$ cat config.mk
export PLATFORM = sky130hd
export DESIGN_NAME = gate_deadtime
export DESIGN_NICKNAME = d
export VERILOG_FILES = /design/src/rtl/gate_pkg.sv /design/src/rtl/gate_leg.sv /design/src/rtl/gate_deadtime.sv
export SDC_FILE = /design/constraint.sdc
export NUM_CORES = 1
export LEC_CHECK = 0
export ABC_CLOCK_PERIOD_IN_PS = 2600
export CAP_MARGIN = 10
export CORE_MARGIN = 1
export CORE_UTILIZATION = 57
export DETAILED_ROUTE_END_ITERATION = 8
export PLACE_DENSITY = 0.8
export SYNTH_ARGS = -nofsm -noshare
export SYNTH_HDL_FRONTEND = slang
export SYNTH_SLANG_ARGS = --single-unit
$ cat constraint.sdc
create_clock -name clk -period 2.6 [get_ports clk]
set_input_delay 0.52 -clock clk [delete_from_list [all_inputs] [get_ports clk]]
set_output_delay 0.52 -clock clk [all_outputs]
set_load 0.005 [all_outputs]
$ cat src/rtl/gate_pkg.sv
// gate_pkg: shared leg state encoding, default dead time and leg index constants
package gate_pkg;
   typedef enum logic [1:0] {
      LEG_OFF  = 2'd0,
      LEG_DEAD = 2'd1,
      LEG_TOP  = 2'd2,
      LEG_BOT  = 2'd3
   } leg_state_t;
   localparam int DEAD_CYC_DEFAULT = 100;
   localparam int LEG_1 = 1;
   localparam int LEG_2 = 2;
   localparam int LEG_3 = 3;
   localparam int LEG_4 = 4;
endpackage

$ cat src/rtl/gate_leg.sv
// gate_leg: one bridge leg FSM with dead-time counter and kill-gated gate drives
module gate_leg
   import gate_pkg::*;
#(
   parameter int DEAD_CYC = DEAD_CYC_DEFAULT,
   parameter int CNT_W    = $clog2(DEAD_CYC + 1)
) (
   input  logic clk,
   input  logic rstn,
   input  logic req_top,
   input  logic req_bot,
   input  logic kill,
   output logic gate_top,
   output logic gate_bot,
   output logic idle
);
   localparam logic [CNT_W-1:0] CNT_LOAD = CNT_W'(DEAD_CYC - 1);
   leg_state_t state_q, state_d, tgt;
   logic [CNT_W-1:0] cnt_q, cnt_d;
   always_comb begin
      tgt = (req_top & ~req_bot) ? LEG_TOP : (req_bot & ~req_top) ? LEG_BOT : LEG_OFF;
      state_d = state_q;
      cnt_d = cnt_q;
      if (kill) begin
         state_d = LEG_DEAD;
         cnt_d = CNT_LOAD;
      end else begin
         case (state_q)
            LEG_OFF: state_d = tgt;
            LEG_TOP, LEG_BOT: begin
               if (tgt != state_q) begin
                  state_d = LEG_DEAD;
                  cnt_d = CNT_LOAD;
               end
            end
            LEG_DEAD: begin
               // requests are ignored until the count expires, so the gap can't be shortened
               if (cnt_q != '0) cnt_d = cnt_q - 1'b1;
               else state_d = tgt;
            end
            default: state_d = LEG_DEAD;
         endcase
      end
   end
   always_ff @(posedge clk or negedge rstn) begin
      if (!rstn) begin
         state_q <= LEG_DEAD;
         cnt_q <= CNT_LOAD;
      end else begin
         state_q <= state_d;
         cnt_q <= cnt_d;
      end
   end
   assign gate_top = (state_q == LEG_TOP) & ~kill;
   assign gate_bot = (state_q == LEG_BOT) & ~kill;
   assign idle = state_q == LEG_OFF;
endmodule

$ cat src/rtl/gate_deadtime.sv
// gate_deadtime: four-leg dead-time / shoot-through guard with sticky conflict flag
module gate_deadtime
   import gate_pkg::*;
#(
   parameter int DEAD_CYC = DEAD_CYC_DEFAULT,
   parameter int CNT_W    = $clog2(DEAD_CYC + 1)
) (
   input  logic       clk,
   input  logic       rstn,
   input  logic [4:1] req_top,
   input  logic [4:1] req_bot,
   input  logic       kill,
   input  logic       clr_conflict,
   output logic [4:1] gate_top,
   output logic [4:1] gate_bot,
   output logic [4:1] leg_idle,
   output logic       conflict
);
   if (DEAD_CYC < 1) begin : g_bad_dead
      $error("gate_deadtime: DEAD_CYC must be >= 1");
   end
   logic conflict_q, conflict_d;
   genvar i;
   for (i = LEG_1; i <= LEG_4; i++) begin : g_leg
      gate_leg #(.DEAD_CYC(DEAD_CYC), .CNT_W(CNT_W)) u_leg (
         .clk     (clk),
         .rstn    (rstn),
         .req_top (req_top[i]),
         .req_bot (req_bot[i]),
         .kill    (kill),
         .gate_top(gate_top[i]),
         .gate_bot(gate_bot[i]),
         .idle    (leg_idle[i])
      );
   end
   // a new conflict in the clearing cycle keeps the flag set
   always_comb conflict_d = (|(req_top & req_bot)) | (conflict_q & ~clr_conflict);
   always_ff @(posedge clk or negedge rstn) begin
      if (!rstn) conflict_q <= 1'b0;
      else conflict_q <= conflict_d;
   end
   assign conflict = conflict_q;
endmodule

### After elaboration in Yosys (flattened, before gate mapping)

Index checks and enable logic that the tools add are counted.

* flip-flop bits (word level): 37
* input bits: 12
* output and inout bits: 13
* word-level logic and storage cells: 135

* add/sub/neg operators: 4
* equality and inequality tests: 28
* multiplexer cells: 40
* bitwise operators: 29
* reductions and logical operators: 25

Operator list (number)
* 7-bit two-way mux: 12
* 7-bit case mux with 2 select lines: 4
* 2-bit two-way mux: 20
* 7-bit nonzero test: 4
* 7-bit by 1-bit subtractor with 7-bit output, second input constant: 4
* 3-bit by 2-bit != test with 1-bit output, second input constant: 8
* 2-bit case mux with 3 select lines: 4
* 1-bit bitwise AND: 17
* 2-bit equality test, second input constant: 8
* 3-bit != test, second input constant: 4
* 3-bit AND reduction: 4
* 3-bit nonzero test: 4
* 1-bit NOT: 10
* 2-bit by 1-bit equality test with 1-bit output, second input constant: 4
* 2-bit logical NOT: 4
* 2-bit != test: 4
* 2-bit AND reduction: 4
* 2-bit OR reduction: 4
* 4-bit bitwise AND: 1
* 4-bit OR reduction: 1
* 1-bit OR: 1

### Depth between registers and ports, before layout

Gate-level depths: netlist of run 1.

* depth in word-level cells: 8
* depth in mapped cells: 7
* gate-level depth less buffers: 6

### Modules after synthesis

A second synthesis of run 1 with hierarchy kept.

* cells, all modules: 251
* area, all modules: 2456.1 µm²

Modules (own cells, without submodules)
* gate_leg at g_leg[2].u_leg ...: instances 3, cells each 60, area each 604.3 µm², seq. area each 231.5 µm²
* gate_leg at g_leg[1].u_leg: instances 1, cells each 65, area each 585.6 µm², seq. area each 231.5 µm²
* gate_deadtime: instances 1, cells each 6, area each 57.6 µm², seq. area each 25.0 µm²

### Least setup slack after synthesis of run 1

No wires, ideal clock.

* path kind: input-to-reg
* start: in req_top[3] (netlist bit)
* end: reg g_leg[3].u_leg.cnt_q[3]
* setup time: 0.078 ns
* data arrival time: 2.099 ns
* required time: 2.522 ns
* setup slack: 0.423 ns
* stages on the path: 7
* path buffers: 1
* cell sequence: inv_1 -> ha_1 -> and4b_1 -> o31a_1 -> buf_2 -> or4_1 -> a21oi_1

* word-level cells in the longest chain between the ends: 7
* elaborated cells on any way between the ends: 8
* classes of those cells: eq/ne: 2; mux: 2; bitwise: 3; reduce/logical: 1

RTL lines
* start: declaration: RTL line gate_deadtime.sv:10 `input logic [4:1] req_top,`
* 1-bit NOT: RTL line gate_leg.sv:21 `tgt = (req_top & ~req_bot) ? LEG_TOP : (req_bot & ~req_top) ? LEG_BOT : LEG_OFF;`
* 1-bit bitwise AND: RTL line gate_leg.sv:21
* 2-bit two-way mux: RTL line gate_leg.sv:21
* 2-bit two-way mux (*): RTL line gate_leg.sv:21
* 2-bit != test (*): RTL line gate_leg.sv:31 `if (tgt != state_q) begin`
* 3-bit by 2-bit != test with 1-bit output (no source line) (*)
* 3-bit AND reduction (no source line) (*)
* end signal: assignment: RTL line gate_leg.sv:51 `cnt_q <= cnt_d;`
* end: declaration: RTL line gate_leg.sv:19 `logic [CNT_W-1:0] cnt_q, cnt_d;`

Mark *: on every way between the ends. The rest lies on a longest branch, timed or not.
A chain may end at the register's enable or synchronous reset.

### Worst setup path after layout of run 1

* start: in kill
* end: out gate_top[3] (netlist bit)

* word-level cells in the longest chain between the ends: 2

RTL lines
* start: declaration: RTL line gate_deadtime.sv:12 `input logic kill,`
* 1-bit NOT: RTL line gate_leg.sv:54 `assign gate_top = (state_q == LEG_TOP) & ~kill;`
* 1-bit bitwise AND: RTL line gate_leg.sv:54
* end: declaration: RTL line gate_deadtime.sv:14 `output logic [4:1] gate_top,`

Every way passes these cells.

==> results.txt, run 1 <==
- Setup CP Type: primary input to primary output
- Starting density of the core: 0.6102
- After synthesis, the share of cell area in mux cells is 0.01254.
* Status: finished clean
- The initial antenna violation count came to 0.
- The internal portion of the total power is 1.168 mW.
- Grt met2 use: 0.3934
- RSZ-0062 raised after global routing: false
- Storage cell area: 950.9 µm²
* Count of routing violations after the opening detailed-route iteration: 121
- No sink is reached through more buffers than the 2 on the longest clock path.
- In the final layout, the multi-input gates occupy 1284 µm².
- Of the total synthesized cell area, the portion taken by AND, OR, NAND and NOR gates is 0.2333.
- Die area: 4643 µm²
- Worst setup EP type: primary output
- Worst IR drop on VDD: 0.4739 mV
* Register clock-pin slew on the reported worst setup and hold paths: 0.08 ns
- Post-synth EDFFs: 0
* Net Sw Frac: 0.2867
- CTS tree: built
* Met3 layer usage reported by global route: 0.05167
* Filler cell count in the final layout: 321
- In the final design database the tool counted 320 nets.
* Die Height: 68.14 µm
* Sink count of the clock tree: 37
- For this run, the number of Yosys warnings is 0.
- Headroom to the max-slew limit came out at 0.6567.
- Crit path launch type: primary input
- In this run, post-CTS hold repair placed 0 buffers.
* Final hold violation count: 0
- Maximum number of pins on one net before global-route repair: 38
- The global routing stage identified its most utilized layer as met2.
- The core region is 4086 µm².
- Post-synthesis average cell area: 9.002 µm²
- The worst path in the final design needs a cycle of 2.456 ns, including I/O delays and setup.
- Total of buffers placed on input and output ports: 24
* Total wirelength of the detailed-routed design: 5044 µm
- By area, the combinational part of the netlist is dominated by simple AND/OR/NAND/NOR gates.
* Cell Rows: 23
* Final standard cell utilization of the core: 0.6999
- Number of diodes: 0
* Number of buffers inserted during clock tree synthesis: 5
* Number of instances resized during post-cts repair: 0
- Die X-Extent: 68.14 µm
* Buffers inserted during post-CTS setup optimization: 0
- Yosys mapped the design onto 58 distinct sky130hd cell types.
- In the synthesized netlist the dominant register cell turns out to be dfstp_2.
- Of the total power, the clock network draws 0.322.
- Timing would allow up to 407.2 MHz.
- Share of power burned in combinational logic: 0.209
- At the worst endpoint, the arrival time is 1.94 ns.
- Via count: 2060
* Post-placement setup slack: -0.08064 ns
- CTS H-tree depth: 2
- For this run, global-route usage on met1 was measured as 0.3228.
- Switching power: 0.4693 mW
* Worst skew pair latency: 0.29 ns
- Dividing the detail-routed via count by the number of cells gives 5.937.
* Worst setup slack after layout: 0.1443 ns
* Async set-reset flop share out of synthesis: 1.000
- Clock skew on the completed layout was measured at 0.007431 ns.
* GRT Overall Usage: 0.2448
- From synthesis to final layout, the design area changed by 14.70%.
* Cell area after synthesis: 2494 µm²
* Overall Power: 1.637 mW
- The tree is rooted in a clkbuf_8.
* Congestion Overflow GR: 0
- Sum of negative setup slack: 0 ns
* Number of setup violations in the final report: 0
* Static leakage power: 1.274 nW
* Fraction of the cycle the final worst path needs: 0.9445
* Adder-Cell Fraction of Synth Area: 0.06021
- The first global-routing pass estimated 8383 µm of wire.
- At the pin with the least slew margin, the transition time is 0.5137 ns.
- Most frequent cells in the layout: inv_1 (27), clkdlybuf4s50_1 (24), nor2_1 (23)
- Routability-driven placement finished with a final weighted congestion of 0.8334.
- Crit-path max FO: 9
* Xor and xnor fraction of the mapped netlist area: 0.01405
- Dividing the detail-routed wire length by the instance count gives 14.54 µm.
* Share of synthesized area occupied by flip-flops and latches: 0.3813
- Leading cell type in the layout, fill and taps excluded: inv_1
- Synthesized-area fraction occupied by ao, oa, aoi and oai cells: 0.1947
- Nets in the synthesized netlist: 301
- Number of design rule violations left after detail routing: 0
- Final Slew Violations: 0
- Class of the tightest hold or removal check: flip-flop to flip-flop
- Post-synthesis sequential element count: 37
- Top-Level Pins: 25
- Number of global-route vias before repair: 1869
- STA puts the critical path data required time at 2.08 ns.
* Power share of the sequential group: 0.469
- Total power density per cell area: 572.3 nW/µm²
- Share of post-route cells with drive strength above 1: 0.1650
- Instance count of the mapped netlist: 277
- HPWL Detailed: 3662 µm
* Number of antenna-violating nets in the routed design: 0
- Across the run, the number of max-cap violations was 0.
- The first TritonRoute pass finished after 4 iterations.
[cell families (layout without fill, tap and decap cells)]
family / count (synthesis) / in the layout
xor+xnor: 4 / 4
flops: 37 / 37
mux: 3 / 3
buf+inv: 53 / 73
compound gates: 67 / 67
simple gates: 101 / 101
fa+ha+maj: 12 / 12
[stage by stage]
stage          hold WS [ns]  std cells  area, µm²
2_1_floorplan        0.2244        277       2494
3_3_place_gp         0.4546        339       2744
3_5_place_dp         0.4674        339       2744
4_1_cts              0.4908        347       2860
5_1_grt              0.5103        347       2860
6_report             0.4846        347       2860
[power groups by stage]
stage | combinational, mW | clock (mW) | sequential, mW
global route | 0.395 | 0.562 | 0.779
floorplan | 0.252 | 0 | 0.753
CTS | 0.346 | 0.536 | 0.766
finish | 0.342 | 0.528 | 0.767
global placement | 0.327 | 0 | 0.772
detailed placement | 0.344 | 0 | 0.774
[cell usage after synthesis, types with 2 or more instances]
cell type   n  area share
o31a_1      4       0.014
o21ai_0    15       0.030
o32ai_1     2      0.0070
and4b_1     2      0.0080
nor2_1     23       0.035
nand4_1     2      0.0050
a21o_1      2      0.0060
buf_2       5       0.010
mux2i_1     2      0.0080
o21a_1      3      0.0090
nand2_1    12       0.018
xor2_1      4       0.014
buf_4      12       0.036
and3_1      9       0.023
a21boi_0    3      0.0090
o31ai_1     8       0.024
nor4_1      4       0.010
a2bb2oi_1   2      0.0070
dfrtp_1    17        0.17
nand2b_1    3      0.0075
nand3_1     7       0.014
a2111oi_0   2      0.0070
or3_1      10       0.025
clkbuf_1    6      0.0090
ha_1       12       0.060
or4b_4      2       0.011
or4_1       7       0.021
a21oi_1    12       0.024
dfstp_2    20        0.21
inv_1      27       0.041
nor3b_1     5       0.015
nor3_1      7       0.014
[path summary, 6_finish.rpt]
check                      slack (ns)                     from                      end  cells after the start
min reg2reg                      0.48  g_leg[1].u_leg.cnt_q[6]  g_leg[1].u_leg.cnt_q[6]                      2
min in group asynchronous        0.64                     rstn  g_leg[4].u_leg.cnt_q[4]                      2
max in group asynchronous        1.60                     rstn  g_leg[2].u_leg.cnt_q[1]                      2
max reg2reg                      0.42  g_leg[4].u_leg.cnt_q[0]  g_leg[4].u_leg.cnt_q[5]                      6
max                              0.14                     kill              gate_top[3]                      4
min                              0.48  g_leg[1].u_leg.cnt_q[6]  g_leg[1].u_leg.cnt_q[6]                      2
[layer usage]
layer  vias to the layer above  part of all wire
li1                       1026                 -
met1                       988              0.48
met2                        37              0.47
met3                         9             0.032
met4                         0             0.019
met5                         -                 0
[cell type report]
type / count / area share
Tap cell: 50 / 0.02187
Multi-Input combinational cell: 187 / 0.4488
Inverter: 27 / 0.03543
Timing Repair Buffer: 38 / 0.1207
Clock buffer: 7 / 0.03018
Clock inverter: 1 / 0.01050
Sequential cell: 37 / 0.3325
[flip-flops by register name (all words and copies together), names as in the netlist]
signal,cells
g_leg.u_leg.cnt_q,28
g_leg.u_leg.state_q,8
conflict,1
[worst max-delay path, stage by stage]
cell and delay, ns:
clkdlybuf4s50_1 0.45, buf_4 0.19, nor3b_1 0.24, clkdlybuf4s50_1 0.54
No activity file was read; power rests on OpenSTA's default activity.
==> run 2, diff against run 1 <==
--- a/config.mk
+++ b/config.mk
@@ -13,4 +13,5 @@
 export PLACE_DENSITY = 0.8
 export SYNTH_ARGS = -nofsm -noshare
 export SYNTH_HDL_FRONTEND = slang
+export SYNTH_HIERARCHICAL = 1
 export SYNTH_SLANG_ARGS = --single-unit
==> run 2 against run 1 <==
  * First-iteration DRC count is 24% higher
  * Setup slack better by 0.017 ns
  * Sequential power shrank 8.7%
  * Sequential share of layout area grew 0.46 points
  * Synthesized cell count is 9.4% lower
  * Largest power group unchanged
  * Highest routed layer unchanged
==> results.txt, run 2 <==
* Most frequent cells in the layout: clkdlybuf4s50_1 (23), nor2_1 (21), dfstp_2 (20)
- The adder and majority cell fraction of the synthesized area came to 0.04075 (-0.01946).
- Relative max-transition margin: 0.4640 (-0.1927)
* Placed standard-cell area: 2739 µm² (-0.18%)
* Leading cell type by number of instances after synthesis: nor2_1
- The worst-case reg-to-reg path depth is 7 (+1).
* Count of routing violations after the opening detailed-route iteration: 150 (+24%)
- The data required time at the worst endpoint was 2.08 ns (about the same).
- Total power density per cell area: 478.7 nW/µm² (-16%)
- Commonest cells in the netlist: nor2_1 (21), dfstp_2 (20), inv_1 (19), dfrtp_1 (17), or3_1 (16)
- The detailed-route via count was 1985 (-3.6%).
* Fin Clk Skew: 0.005273 ns (-0.002158 ns)
- Number of instances resized during post-cts repair: 0 (unchanged)
- Final Slew Violations: 0 (unchanged)
- Class of the tightest hold or removal check: primary input to async pin
* Largest register FFs: 28 (unchanged)
- Number of buffers inserted by hold repair at cts: 0 (unchanged)
- Largest register by flop count: g_leg.u_leg/cnt_q
- Synthesized-area fraction occupied by ao, oa, aoi and oai cells: 0.1579 (-0.03676)
- The largest total area in the synthesized netlist belongs to dfstp_2.
* Crit path launch type: primary input
- Slew @ Worst Pin: 0.8040 ns (+0.2903 ns)
- Final standard cell utilization of the core: 0.6953 (-0.004595)
- The aggregate global-route resource usage is 0.2301 (-0.01470).
- Sum of negative setup slack: 0 ns (unchanged)
* Leading cell type in the layout, fill and taps excluded: clkdlybuf4s50_1
- The peak clock frequency supported by timing came to 410.1 MHz (+0.71%).
* CP max stage cell: clkdlybuf4s50_1
- The final antenna-violating net count was 0 (unchanged).
* Reg-to-reg slack, setup: 0.51 ns (+0.09 ns)
* Fraction of the mapped netlist area in simple logic gates: 0.2939 (+0.06062)
- Share of post-route cells with drive strength above 1: 0.1978 (+0.03286)
- Area Overhead vs Synth: 14.88%
* Worst skew pair latency: 0.29 ns (about the same)
* Buffers inserted during post-CTS setup optimization: 0 (unchanged)
- Buffer type at the clock tree root: clkbuf_8
* Avg Vias per Cell: 6.052 (+1.9%)
* Time the worst path needs with I/O delays and setup: 2.438 ns (-0.01737 ns)
- The startpoint identified for the worst register-to-register timing path is g_leg[2].u_leg/cnt_q[0].
* Setup CP Type: primary input to primary output
* Post-synth top area share: 0.2140 (+0.003221)
* Post-synth EDFFs: 0 (unchanged)
- Total core area: 4058 µm² (-0.70%)
- Reg-to-reg endpoint: g_leg[2].u_leg/cnt_q[2]
- Static leakage power: 1.208 nW (-5.2%)
- Fraction of the cycle the final worst path needs: 0.9378 (-0.006679)
- The antenna diode instance count is 0 (unchanged).
- The highest cell delay on the worst timing path came to 0.51 ns (-0.03 ns).
- Global-route wire length before repair: 7928 µm (-5.4%)
- The final design instance area without fill is 2821 µm² (-1.4%).
- The remaining global-route overflow was 0 (unchanged).
- The synthesized-area fraction occupied by xor and xnor cells is 0.02496 (+0.01091).
- The vertical die dimension was 67.64 µm (-0.73%).
- The layout net count came to 297 (-7.2%).
- Final hold violation count: 0 (unchanged)
- The signal on the critical path passes through clkdlybuf4s50_1 -> buf_12 -> and3b_1 -> clkdlybuf4s50_1.
* Number of setup violations in the final report: 0 (unchanged)
* CTS tree: built
* Number of antenna violations at the first check in global routing: 0 (unchanged)
- Async set-reset flop share out of synthesis: 1.000 (unchanged)
- The total number of H-tree levels is 2 (unchanged).
- Number of buffers inserted during clock tree synthesis: 5 (unchanged)
- By area, the combinational part of the netlist is dominated by simple AND/OR/NAND/NOR gates.
* Total wirelength of the detailed-routed design: 4791 µm (-5.0%)
- The post-DP HPWL is 3505 µm (-4.3%).
- Synth top area cells: dfstp_2 (21%), dfrtp_1 (17%), ha_1 (4.1%)
* Post-synthesis sequential element count: 37 (unchanged)
* Total of buffers placed on input and output ports: 24 (unchanged)
* Die area: 4575 µm² (-1.5%)
- The largest net degree at the start of global routing was 38 (unchanged).
- Die X-Extent: 67.64 µm (-0.73%)
- Worst setup EP type: primary output
* Routability congestion estimate from global placement: 0.8923 (+7.1%)
* Critical path's most frequent cell: clkdlybuf4s50_1
- The yosys synthesis warning count came to 6 (+6).
- The average wire length per cell after detail routing came to 14.61 µm (+0.49%).
- The register clock-pin slew on the reported worst setup and hold paths came to 0.08 ns (about the same).
* RSZ-0062 raised after global routing: false
- Primary flip-flop cell chosen by synthesis mapping: dfstp_2
* Status: finished clean
- Buffer depth of the longest clock path: 2 (unchanged)
* Top-Level Pins: 25 (unchanged)
- Crit-path max FO: 32 (+23)
- The largest voltage drop on the vdd net is 0.3992 mV (-16%).
- Synth cell types: 52 (-10%)
- The number of rows created at floorplan came to 23 (unchanged).
- Mux cell area share after synthesis: 0.04279 (+0.03025)
* Share of synthesized area occupied by flip-flops and latches: 0.3872 (+0.005828)
- The number of violations of the max-capacitance limit came to 0 (unchanged).
* Instance count of the mapped netlist: 251 (-9.4%)
- Number of optimization iterations in the first detailed-route pass: 4 (unchanged)
* Data arrival at the endpoint of the critical path: 1.92 ns (-0.02 ns)
- Starting density of the core: 0.6053 (-0.004923)
- Post-synthesis average cell area: 9.785 µm² (+8.7%)
- The cell area after synthesis came to 2456 µm² (-1.5%).
* Sink count of the clock tree: 37 (unchanged)
- Number of global-route vias before repair: 1821 (-2.6%)
- Nets in the synthesized netlist: 271 (-10%)
- The number of remaining DRC errors is 0 (unchanged).
## run 2: changes by cell type in the layout (fill, tap and decap cells not counted), sizes merged, moves of 5 or more
| cell | before | now |
|---|---|---|
| a21oi | 12 | 2 |
| and3 | 9 | 0 |
| buf | 14 | 5 |
| inv | 27 | 19 |
| nor3 | 7 | 14 |
| o21ai | 16 | 9 |
| xnor2 | 0 | 7 |
| and3b | 0 | 6 |
| or3 | 10 | 16 |
| or4 | 7 | 1 |
| nor4 | 5 | 0 |
## run 2: cells by family (layout without fill, tap and decap cells)
kind of cell	Yosys count	count (layout)
AO/OA/AOI/OAI	51	51
XOR/XNOR	7	7
buffers and inverters	28	55
multiplexers	9	9
flip-flops	37	37
AND/OR/NAND/NOR	111	111
adder cells (fa/ha/maj)	8	8
## run 2: area by class of cell
| cell class | instances | area [µm²] |
|---|---|---|
| clock buffers | 6 | 72.57 |
| fillers | 323 | 1236 |
| inverters | 19 | 71.32 |
| flip-flops and latches | 37 | 950.9 |
| multi-input cells | 186 | 1376 |
| clock inverters | 2 | 10.01 |
| well taps | 50 | 62.56 |
| repair buffers | 28 | 277.8 |
## run 2: stage by stage
| stage | hold slack [ns] | power, mW | worst slack [ns] | std cells |
|---|---|---|---|---|
| floorplan | 0.2244 | 0.8773 | 0.6761 | 251 |
| global placement | 0.4528 | 0.9553 | 0.1268 | 320 |
| detailed placement | 0.4582 | 0.9633 | 0.09794 | 320 |
| CTS | 0.3438 | 1.363 | 0.1709 | 328 |
| global route | 0.3830 | 1.426 | 0.08350 | 328 |
| finish | 0.2980 | 1.351 | 0.1617 | 328 |
## run 2: critical path: cells and delay by family
family / cells / cell delay [ns]
buf+inv: 3 / 1.13
simple gates: 1 / 0.26
## run 2: routing by layer
metal | routed length, µm | vias to the layer above | track usage
met5 | 0 | - | 0
met4 | 39 | 0 | 0.08511
met3 | 232 | 6 | 0.05236
met2 | 2217 | 46 | 0.3564
met1 | 2301 | 956 | 0.3096
li1 | - | 977 | -
## run 2: power by group
group	leakage, nW	switching, mW	internal, mW
Clock	0.0450	0.211	0.186
Combinational	0.722	0.128	0.125
Sequential	0.441	0.0479	0.652
Total	1.21	0.387	0.963
## run 2: how the worst max path moves through the flow
stage               cells after the start  slack, ns                       to                     from
finish                                  4       0.16              gate_bot[4]                     kill
detailed placement                      6        0.1  g_leg[3].u_leg/cnt_q[1]               req_top[3]
global placement                        7       0.13  g_leg[2].u_leg/cnt_q[5]                     kill
CTS                                     4       0.17              gate_bot[4]                     kill
floorplan                               6       0.68  g_leg[2].u_leg/cnt_q[1]  g_leg[2].u_leg/cnt_q[0]
global route                            5       0.08              gate_top[1]                     kill
